File: src/rtl/pwm_ramp_gen.sv
// Purpose : slew-limited PWM generator; duty follows the clamped setpoint one STEP per period.
// Latency : setpoint sampled on the boundary edge, applied to pwm_out in the following period;
//           enable low forces pwm_out low one cycle later. No backpressure (free-running).
//
// Ports:
//   clk          - system clock
//   reset_n      - asynchronous active-low reset
//   duty_sp      - requested duty (clocks high per period), clamped to PERIOD
//   enable       - actuator drive enable; low clears duty and forces output off at once
//   pwm_out      - registered PWM drive
//   duty_act     - duty currently applied
//   period_start - high during the cycle the period counter is 0
//   at_setpoint  - high while the applied duty has settled on the clamped setpoint
//
// Build option: define PWM_SOFTSTART_EN for the slew-limited ramp; without it the
// applied duty jumps straight to the target on each period boundary.
module pwm_ramp_gen #(
  parameter int PERIOD = 100000,
  parameter int WIDTH  = 17,
  parameter int STEP   = 2000
) (
  input  logic             clk,
  input  logic             reset_n,
  input  logic [WIDTH-1:0] duty_sp,
  input  logic             enable,
  output logic             pwm_out,
  output logic [WIDTH-1:0] duty_act,
  output logic             period_start,
  output logic             at_setpoint
);

  typedef enum logic [1:0] {
    ST_OFF,
    ST_RAMP,
    ST_HOLD
  } state_t;

  localparam logic [WIDTH-1:0] C_PERIOD = WIDTH'(PERIOD);
  localparam logic [WIDTH-1:0] C_LAST   = WIDTH'(PERIOD - 1);

  state_t           r_state;
  state_t           w_state_next;
  logic [WIDTH-1:0] r_cnt;
  logic [WIDTH-1:0] r_duty;
  logic [WIDTH-1:0] w_cnt_next;
  logic [WIDTH-1:0] w_duty_next;
  logic [WIDTH-1:0] w_target;
  logic [WIDTH-1:0] w_duty_ramp;
  logic             w_boundary;

  assign w_boundary = (r_cnt == C_LAST);
  assign w_cnt_next = w_boundary ? '0 : r_cnt + WIDTH'(1);
  assign w_target   = (duty_sp > C_PERIOD) ? C_PERIOD : duty_sp;

`ifdef PWM_SOFTSTART_EN
  localparam logic [WIDTH:0] C_STEP = (WIDTH + 1)'(STEP);

  // One extra bit so differences and act+STEP can never wrap.
  logic [WIDTH:0] w_act_x;
  logic [WIDTH:0] w_tgt_x;

  assign w_act_x = {1'b0, r_duty};
  assign w_tgt_x = {1'b0, w_target};

  // Move at most STEP toward the target; snap onto it when within reach.
  always_comb begin
    w_duty_ramp = w_target;
    if (w_act_x < w_tgt_x) begin
      if ((w_tgt_x - w_act_x) > C_STEP) begin
        w_duty_ramp = WIDTH'(w_act_x + C_STEP);
      end
    end else if (w_act_x > w_tgt_x) begin
      if ((w_act_x - w_tgt_x) > C_STEP) begin
        w_duty_ramp = WIDTH'(w_act_x - C_STEP);
      end
    end
  end
`else
  // Without soft-start the target is taken in a single step; STEP only shapes the ramp.
  logic w_unused_step;
  assign w_unused_step = (STEP != 0);
  assign w_duty_ramp   = w_target;
`endif

  // Next state / next duty. Enable low wins over everything and does not wait
  // for the boundary; otherwise duty only moves on the boundary edge so each
  // period is produced with a single, stable duty value.
  always_comb begin
    w_state_next = r_state;
    w_duty_next  = r_duty;
    if (!enable) begin
      w_state_next = ST_OFF;
      w_duty_next  = '0;
    end else if (w_boundary) begin
      w_duty_next = w_duty_ramp;
      case (r_state)
        ST_OFF:  w_state_next = ST_RAMP;
        default: w_state_next = (w_duty_ramp == w_target) ? ST_HOLD : ST_RAMP;
      endcase
    end
  end

  always_ff @(posedge clk or negedge reset_n) begin
    if (!reset_n) begin
      r_state      <= ST_OFF;
      r_cnt        <= '0;
      r_duty       <= '0;
      pwm_out      <= 1'b0;
      period_start <= 1'b0;
      at_setpoint  <= 1'b0;
    end else begin
      r_state      <= w_state_next;
      r_cnt        <= w_cnt_next;
      r_duty       <= w_duty_next;
      // Looking at next count/duty makes the high phase start exactly at cnt 0
      // and keeps a full-scale duty high across the wrap.
      pwm_out      <= (w_state_next != ST_OFF) && (w_cnt_next < w_duty_next);
      period_start <= (w_cnt_next == '0);
      at_setpoint  <= (w_state_next == ST_HOLD);
    end
  end

  assign duty_act = r_duty;

endmodule

File: config.mk
export PLATFORM = sky130hd
export DESIGN_NAME = pwm_ramp_gen
export DESIGN_NICKNAME = d
export VERILOG_FILES = /design/src/rtl/pwm_ramp_gen.sv
export SDC_FILE = /design/constraint.sdc
export NUM_CORES = 1
export LEC_CHECK = 0
export ABC_AREA = 1
export BUFFER_PORTS_ARGS = -buffer_cell sky130_fd_sc_hd__buf_4
export CAP_MARGIN = 20
export CELL_PAD_IN_SITES_DETAIL_PLACEMENT = 1
export CELL_PAD_IN_SITES_GLOBAL_PLACEMENT = 1
export CORE_UTILIZATION = 41
export CTS_CLUSTER_DIAMETER = 80
export DETAILED_ROUTE_END_ITERATION = 10
export GPL_TIMING_DRIVEN = 0
export PLACE_DENSITY = 0.85
export REMOVE_ABC_BUFFERS = 1
export SETUP_SLACK_MARGIN = 0.02
export SYNTH_ARGS = -nofsm -noshare
export SYNTH_HDL_FRONTEND = slang
export SYNTH_SLANG_ARGS = --single-unit
File: constraint.sdc
create_clock -name clk -period 3.1 [get_ports clk]
set_input_delay 0.465 -clock clk [delete_from_list [all_inputs] [get_ports clk]]
set_output_delay 0.465 -clock clk [all_outputs]
set_load 0.02 [all_outputs]
### After elaboration in Yosys (flattened, before gate mapping)

Index checks and enable logic that the tools add are counted.

* bits in registers: 39
* latch bits: 0
* memory bits (writable): 0
* memory bits (read-only): 0
* bits of input ports: 20
* output and inout bits: 20
* logic and storage cells: 22
* memories kept: 0

* $add $sub $neg: 1
* multipliers: 0
* div/mod/pow operators: 0
* $lt $le $gt $ge: 2
* equal/unequal tests: 2
* shift-type cells: 0
* mux-type cells: 7
* bitwise gates (word level): 0
* reductions and logical operators: 4

Operator list (count)
* $mux W17: 4
* $add A17 B1 Y17 const B: 1
* $eq A17 B17 Y1 const B: 1
* $gt A17 B17 Y1 const B: 1
* $logic_not A17 Y1: 1
* $lt A17 B17 Y1: 1
* $mux W2: 3
* $eq A2 B2 Y1 const B: 1
* $logic_not A2 Y1: 1
* $reduce_bool A2 Y1: 1
* $logic_and A1 B1 Y1: 1

### Longest topological paths before layout

Gate-level depths: netlist (run 1).

* word-level depth: 6
* depth in mapped cells: 17
* gate-level depth less buffers: 16

### Worst setup path before layout (run 1)

OpenSTA, ideal clock, no wires.

* path kind: register to register
* start point: register r_cnt[0]
* end point: register pwm_out
* setup time: 128 ps
* arrival: 2196 ps
* required time: 2972 ps
* slack: 776 ps
* stages on the path, launching flop included: 16
* buffers on the path: 1
* period minus slack after synthesis: 2324 ps
* cell sequence: dfrtp_1 ha_1 nand2_1 nor2_4 nand3_2 nor2_4 buf_4 o21ai_0 a21oi_2 inv_2 ha_1 nand2_1 nor2_1 inv_1 nor4_1 a21oi_1

* word-level cells in the longest chain between the ends: 5
* elaborated cells on any way between the ends: 10
* those cells by class: add/sub (1); order compare (1); eq/ne (1); mux (5); reduce/logical (2)

Ends and longest elaborated chain
* start: declaration: RTL line 43 `logic [WIDTH-1:0] r_cnt;`
* start signal: assignment: RTL line 113 `r_cnt <= w_cnt_next;`
* $eq A17 B17 Y1: RTL line 51 `assign w_boundary = (r_cnt == C_LAST);`
* $mux W17: RTL line 94 `end else if (w_boundary) begin`
* $mux W17: RTL line 91 `if (!enable) begin`
* via w_duty_next[6]: RTL line 46 `logic [WIDTH-1:0] w_duty_next;`
* $lt A17 B17 Y1: RTL line 117 `pwm_out <= (w_state_next != ST_OFF) && (w_cnt_next < w_duty_next);`
* $logic_and A1 B1 Y1: RTL line 117
* end signal: assignment: RTL line 117
* end: declaration: RTL line 26 `output logic pwm_out,`

The timed path passes the listed nets, and every way through them passes these cells.

### Worst setup path in the final report (run 1)

* start point: register r_cnt[0]
* end point: register pwm_out

* word-level cells in the longest chain between the ends: 5
* elaborated cells on any way between the ends: 10
* those cells by class: add/sub (1); order compare (1); eq/ne (1); mux (5); reduce/logical (2)

Ends and longest elaborated chain (RTL line)
* branches (longest 4 deep; another with $add A17 B1 Y17)
* $logic_and A1 B1 Y1 (*): 117

Every way passes the cells marked *.

==> metrics, run 1 <==
status finished, final reports clean; period utilization 92.97%; area occupied by registers 975.9 µm²; Worst path slowest cell dfrtp_1; largest stage delay on the critical path 370 ps; Post-DRT Antenna Nets 0; initial antenna violation count 0; WL/cell 15.83 µm; Ys Warns 0; dominant cell by count in the synthesized netlist nand2_1; Crit. End Element register; CTS Buf Count 5; clk root buf clkbuf_8; Buf/Inv on CP 1; Worst Hold Class input port to asynchronous set/reset pin; crit path DAT 3060 ps; First DRT Iteration DRCs 93; share of cells above drive strength 1 24.88%; placed cell areas 0.002940 mm²; vias in the first global route 2,610; DP HPWL 5.343 mm; P&R area growth vs syn 19.39%; max_slew headroom 62.20%; Distinct cells, synth 30; Reg2Reg Depth 14; Die Span Y 81.73 µm; mean area per synthesized cell 7.321 µm²; R2R setup slack 220 ps; final wirelength 7.553 mm; post-route setup TNS 0 ps; CP Class register to register; GPL Wtd Cong 0.8741; Initial Util 43.25%; CTS tree done; Port Buf Inserts 39; Vias/cell 5.161; ys flop type dfrtp_1; worst slew pin tran 565.6 ps; Critical Path RT 3270 ps; later-pin clock latency in the skew report 290 ps; drt first pass iters 4; Slew Limit Fails 0; Total GRT Usage 24.51%; RSZ-0062 raised after global routing false; fillers 774; crit-path max FO 15; clock slew at reported path FFs 80 ps; first-pass GRT wire length 12.35 mm; Mapped Area 0.002606 mm²; Startpoint Class register; # setup viols final 0; grt ovf 0; clock tree buffer depth 2; Yosys reg bits 39; Post-synth ARST share 100.0%; Max Fclk 0.3470 GHz; CTS Hold Bufs 0; Final Hold Fails 0; Gate Count Post-Synth 356; Area contributors post-synth dfrtp_1, nand2_1, ha_1, nor2_1, inv_1; P_leak 1.626 nW; EDFF count, synth 0; Synth top area share 37.45%; via count 2,462; post-synth top area cell dfrtp_1; CP Cell Sequence ha_1, nand2_1, nor2_4, nand3_2, nor2_4, buf_12, or2_2, o211ai_1, ha_1, nand2_1, nor2_1, nand4_1, nor4_1, a21oi_1; worst r2r src r_cnt[0]; Pwr Density 325.1 mW/mm²; Critical Path Start r_cnt[0]; post-synthesis sequential area ratio 37.45%; largest net degree at the start of global routing 40; Antenna diodes 0; Top delay family on crit path simple AND/OR/NAND/NOR gates; CTS Sinks 39; Tmin final 2882 ps; Max Clock Skew 6.020 ps; DRC 0; Rows 28; Post-synth top cells nand2_1, nor2_1, inv_1; worst reg2reg endpoint pwm_out; VDD IR max 0.2604 mV; Die Width 81.73 µm; MaxCap Viol Count 0; Core Region 0.006026 mm²; die area 0.006680 mm²; CTS HTree Levels 2; Multi-input gate area 0.001356 mm²; Final Net Count 438; post-route cell area 0.003112 mm²; IO Count 40
-- worst reg2reg max path, cell delays in order (launching register included) --
cell and delay (ps):
dfrtp_1 370, ha_1 190, nand2_1 140, nor2_4 180, nand3_2 180, nor2_4 170, buf_12 150, or2_2 120
o211ai_1 110, ha_1 330, nand2_1 70, nor2_1 180, nand4_1 210, nor4_1 260, a21oi_1 110
-- final cells by class --
class	count	share of cell area, %
repair buffers	43	10.78
clock inverters	2	1.126
inverters	62	7.479
well taps	75	3.016
flip-flops and latches	39	31.36
clock buffers	6	2.654
multi-input cells	250	43.59
-- power by group --
| group | leakage, nW | switching (W) | total [W] | internal [W] |
|---|---|---|---|---|
| Clock | 0.0612 | 0.000187 | 0.000448 | 0.000261 |
| Sequential | 0.531 | 0.0000000000000000000626 | 0.000508 | 0.000508 |
| Combinational | 1.03 | 0.0000336 | 0.0000553 | 0.0000216 |
-- state kept, by name (all words and copies together) (netlist names) --
name / count
at_setpoint: 1
pwm_out: 1
r_cnt: 17
duty_act: 17
r_state: 2
period_start: 1
-- how the worst max path moves through the flow --
stage,slack (ps),cells after the start,to
2_1_floorplan,450,14,pwm_out
3_3_place_gp,-60,13,pwm_out
3_5_place_dp,-80,13,pwm_out
4_1_cts,100,14,pwm_out
5_1_grt,60,15,pwm_out
6_report,220,14,pwm_out
-- cell usage in the layout, fill, tap and decap left out, drive strengths merged, types with 6 or more instances in the layout --
cell type / synthesis / routed
a21oi: 28 / 28
buf: 5 / 43
clkbuf: 1 / 6
dfrtp: 39 / 39
ha: 17 / 17
inv: 62 / 62
nand2: 89 / 89
nand3: 20 / 20
nand4: 7 / 7
nor2: 51 / 52
o21ai: 22 / 22
-- routing by layer --
| layer | vias up | part of all wire (%) | track usage [%] |
|---|---|---|---|
| met1 | 1174 | 45 | 30.98 |
| met5 | - | 0 | 0 |
| li1 | 1222 | - | - |
| met2 | 53 | 50 | 42.98 |
| met3 | 13 | 3.0 | 3.667 |
| met4 | 0 | 2.1 | 7.018 |
-- kinds of logic (layout without fill, tap and decap cells) --
group	after synthesis	in the layout	share of synthesized area, %
AND/OR/NAND/NOR	176	177	29.72
buffers and inverters	68	113	10.95
flip-flops	39	39	37.45
adder cells (fa/ha/maj)	17	17	8.161
AO/OA/AOI/OAI	56	56	13.73
-- stage by stage --
step	setup WS (ps)	instances	hold WS (ps)	power, W	utilization (%)
floorplan	449.4	350	169.4	0.0005354	-
global placement	-56.60	464	464.3	0.0005735	48.80
detailed placement	-82.16	464	472.5	0.0005747	48.80
CTS	96.62	473	148.3	0.001019	50.93
global route	56.74	477	182.5	0.001043	51.64
finish	218.0	477	134.8	0.001012	51.64
-- repair_timing --
action / in CTS / in global routing
buffers inserted: 0 / 4
gates resized for setup: 1 / 0
cloned: 1 / 0
setup endpoints to repair: 1 / 1
pin swaps: 1 / 2
endpoints found under the hold margin: 0 / 0
(Power assumes the default switching activity.)
==> run 2, diff against run 1 <==
Settings changed: BUFFER_PORTS_ARGS -buffer_cell sky130_fd_sc_hd__buf_4 to -buffer_cell sky130_fd_sc_hd__buf_2, CTS_CLUSTER_SIZE from default to 24.
==> metrics, run 2 (synthesis gave the netlist of run 1 again) <==
status finished, final reports clean; Post-DRT Antenna Nets 0 (unchanged); P&R area growth vs syn 13.92%; worst r2r src r_cnt[0]; P_leak 1.588 nW (-2.3%); CTS Hold Bufs 0 (unchanged); Die Span Y 81.73 µm (unchanged); Die Width 81.73 µm (unchanged); max_slew headroom 41.09% (-21 points); CTS Sinks 39 (unchanged); post-route cell area 0.002969 mm² (-4.6%); clock tree buffer depth 2 (unchanged); Critical Path RT 3260 ps (about the same); Max Fclk 0.3560 GHz (+2.6%); crit-path max FO 16 (+1); CTS tree done; Final Net Count 438 (unchanged); most frequent cells in the layout nand2_1, nor2_1, inv_1; Initial Util 43.25% (unchanged); Total GRT Usage 24.84% (+0.33 points); # setup viols final 0 (unchanged); Slew Limit Fails 0 (unchanged); Cell Count, Final, Fillers Out 475 (-0.42%); Max Clock Skew 6.114 ps (+0.09376 ps); Final Hold Fails 0 (unchanged); Startpoint Class register; Rows 28 (unchanged); die area 0.006680 mm² (unchanged); Vias/cell 5.084 (-1.5%); Pwr Density 295.1 mW/mm² (-9.2%); First DRT Iteration DRCs 118 (+27%); Worst Hold Class input port to asynchronous set/reset pin; period utilization 90.62% (-2.3 points); IO Count 40 (unchanged); Critical Path Start r_cnt[0]; post-route setup TNS 0 ps (unchanged); Antenna diodes 0 (unchanged); final wirelength 7.329 mm (-3.0%); R2R setup slack 290 ps (+70 ps); DRC 0 (unchanged); VDD IR max 0.1907 mV (-27%); Final Power 0.0008763 W (-13%); clock slew at reported path FFs 80 ps (about the same); Crit. End Element register; MaxCap Viol Count 0 (unchanged); first-pass GRT wire length 12.41 mm (+0.50%); GPL Wtd Cong 0.8639 (-1.2%); DP HPWL 5.590 mm (+4.6%); grt ovf 0 (unchanged); Tmin final 2809 ps (-72.80 ps); Core Region 0.006026 mm² (unchanged); most common cell after layout, fill and taps aside nand2_1; drt first pass iters 4 (unchanged); CTS Buf Count 5 (unchanged); WL/cell 15.43 µm (-2.6%); via count 2,415 (-1.9%); worst slew pin tran 883.7 ps (+318.1 ps); CP Class register to register; Port Buf Inserts 39 (unchanged); largest net degree at the start of global routing 40 (unchanged); crit path DAT 2970 ps (-90 ps); Multi-input gate area 0.001356 mm² (unchanged); CTS HTree Levels 2 (unchanged); placed insts 464 (unchanged); clk root buf clkbuf_8; RSZ-0062 raised after global routing false; later-pin clock latency in the skew report 290 ps (about the same); share of cells above drive strength 1 24.25% (-0.63 points); placed cell areas 0.002843 mm² (-3.3%); vias in the first global route 2,628 (+0.69%); area occupied by registers 975.9 µm² (unchanged); fillers 807 (+4.3%); initial antenna violation count 0 (unchanged)
-- run 2: what timing repair did --
item,in CTS,in global routing
gates resized for setup,1,0
endpoints found under the setup margin,1,1
buffers inserted,0,4
gates cloned,1,0
pin swaps,1,1
-- run 2: final timing paths --
path                       cells past startpoint           to
setup / recovery                              12      pwm_out
hold / removal                                 1  duty_act[1]
setup reg to reg                              12      pwm_out
hold reg to reg                                2   r_state[1]
max in group asynchronous                      1    r_cnt[15]
min in group clk                               3  duty_act[2]
-- run 2: layout make-up --
class / instances / share of cell area [%]
multi-input cells: 250 / 45.68
flip-flops and latches: 39 / 32.87
repair buffers: 43 / 8.007
inverters: 62 / 7.838
well taps: 75 / 3.161
clock buffers: 6 / 2.444
-- run 2: worst max-delay path, stage by stage, from the launching register on --
cell and delay, ps:
dfrtp_1 370, ha_1 170, nand2_1 120, nor2_4 160, nand3_2 160, nor2_4 510, nor2_1 160, ha_1 320
nand2_1 60, nor2_1 160, inv_1 60, nor4_1 300, a21oi_1 120
-- run 2: power breakdown --
| group | switching (W) | leakage [nW] | internal [W] | total, W |
|---|---|---|---|---|
| clock | 0.000169 | 0.0371 | 0.000150 | 0.000319 |
| sequential | 0.0000000000000000000593 | 0.531 | 0.000508 | 0.000508 |
| combinational | 0.0000338 | 1.02 | 0.0000148 | 0.0000486 |
-- run 2: metal layers --
layer | up-vias | track usage (%) | share of wire [%]
met5 | - | 0 | 0
met2 | 45 | 44.96 | 51
met4 | 0 | 6.667 | 1.6
met3 | 9 | 3.556 | 2.7
li1 | 1214 | - | -
met1 | 1147 | 30.52 | 44
-- run 2: stage by stage --
step | setup slack (ps) | util, % | hold slack (ps)
after global placement | -55.00 | 47.18 | 574.4
after floorplan | 449.4 | - | 169.4
after CTS | 118.8 | 48.57 | 332.0
final | 290.8 | 49.27 | 287.7
after detailed placement | -169.0 | 47.18 | 597.0
after global routing | 37.00 | 49.27 | 363.9
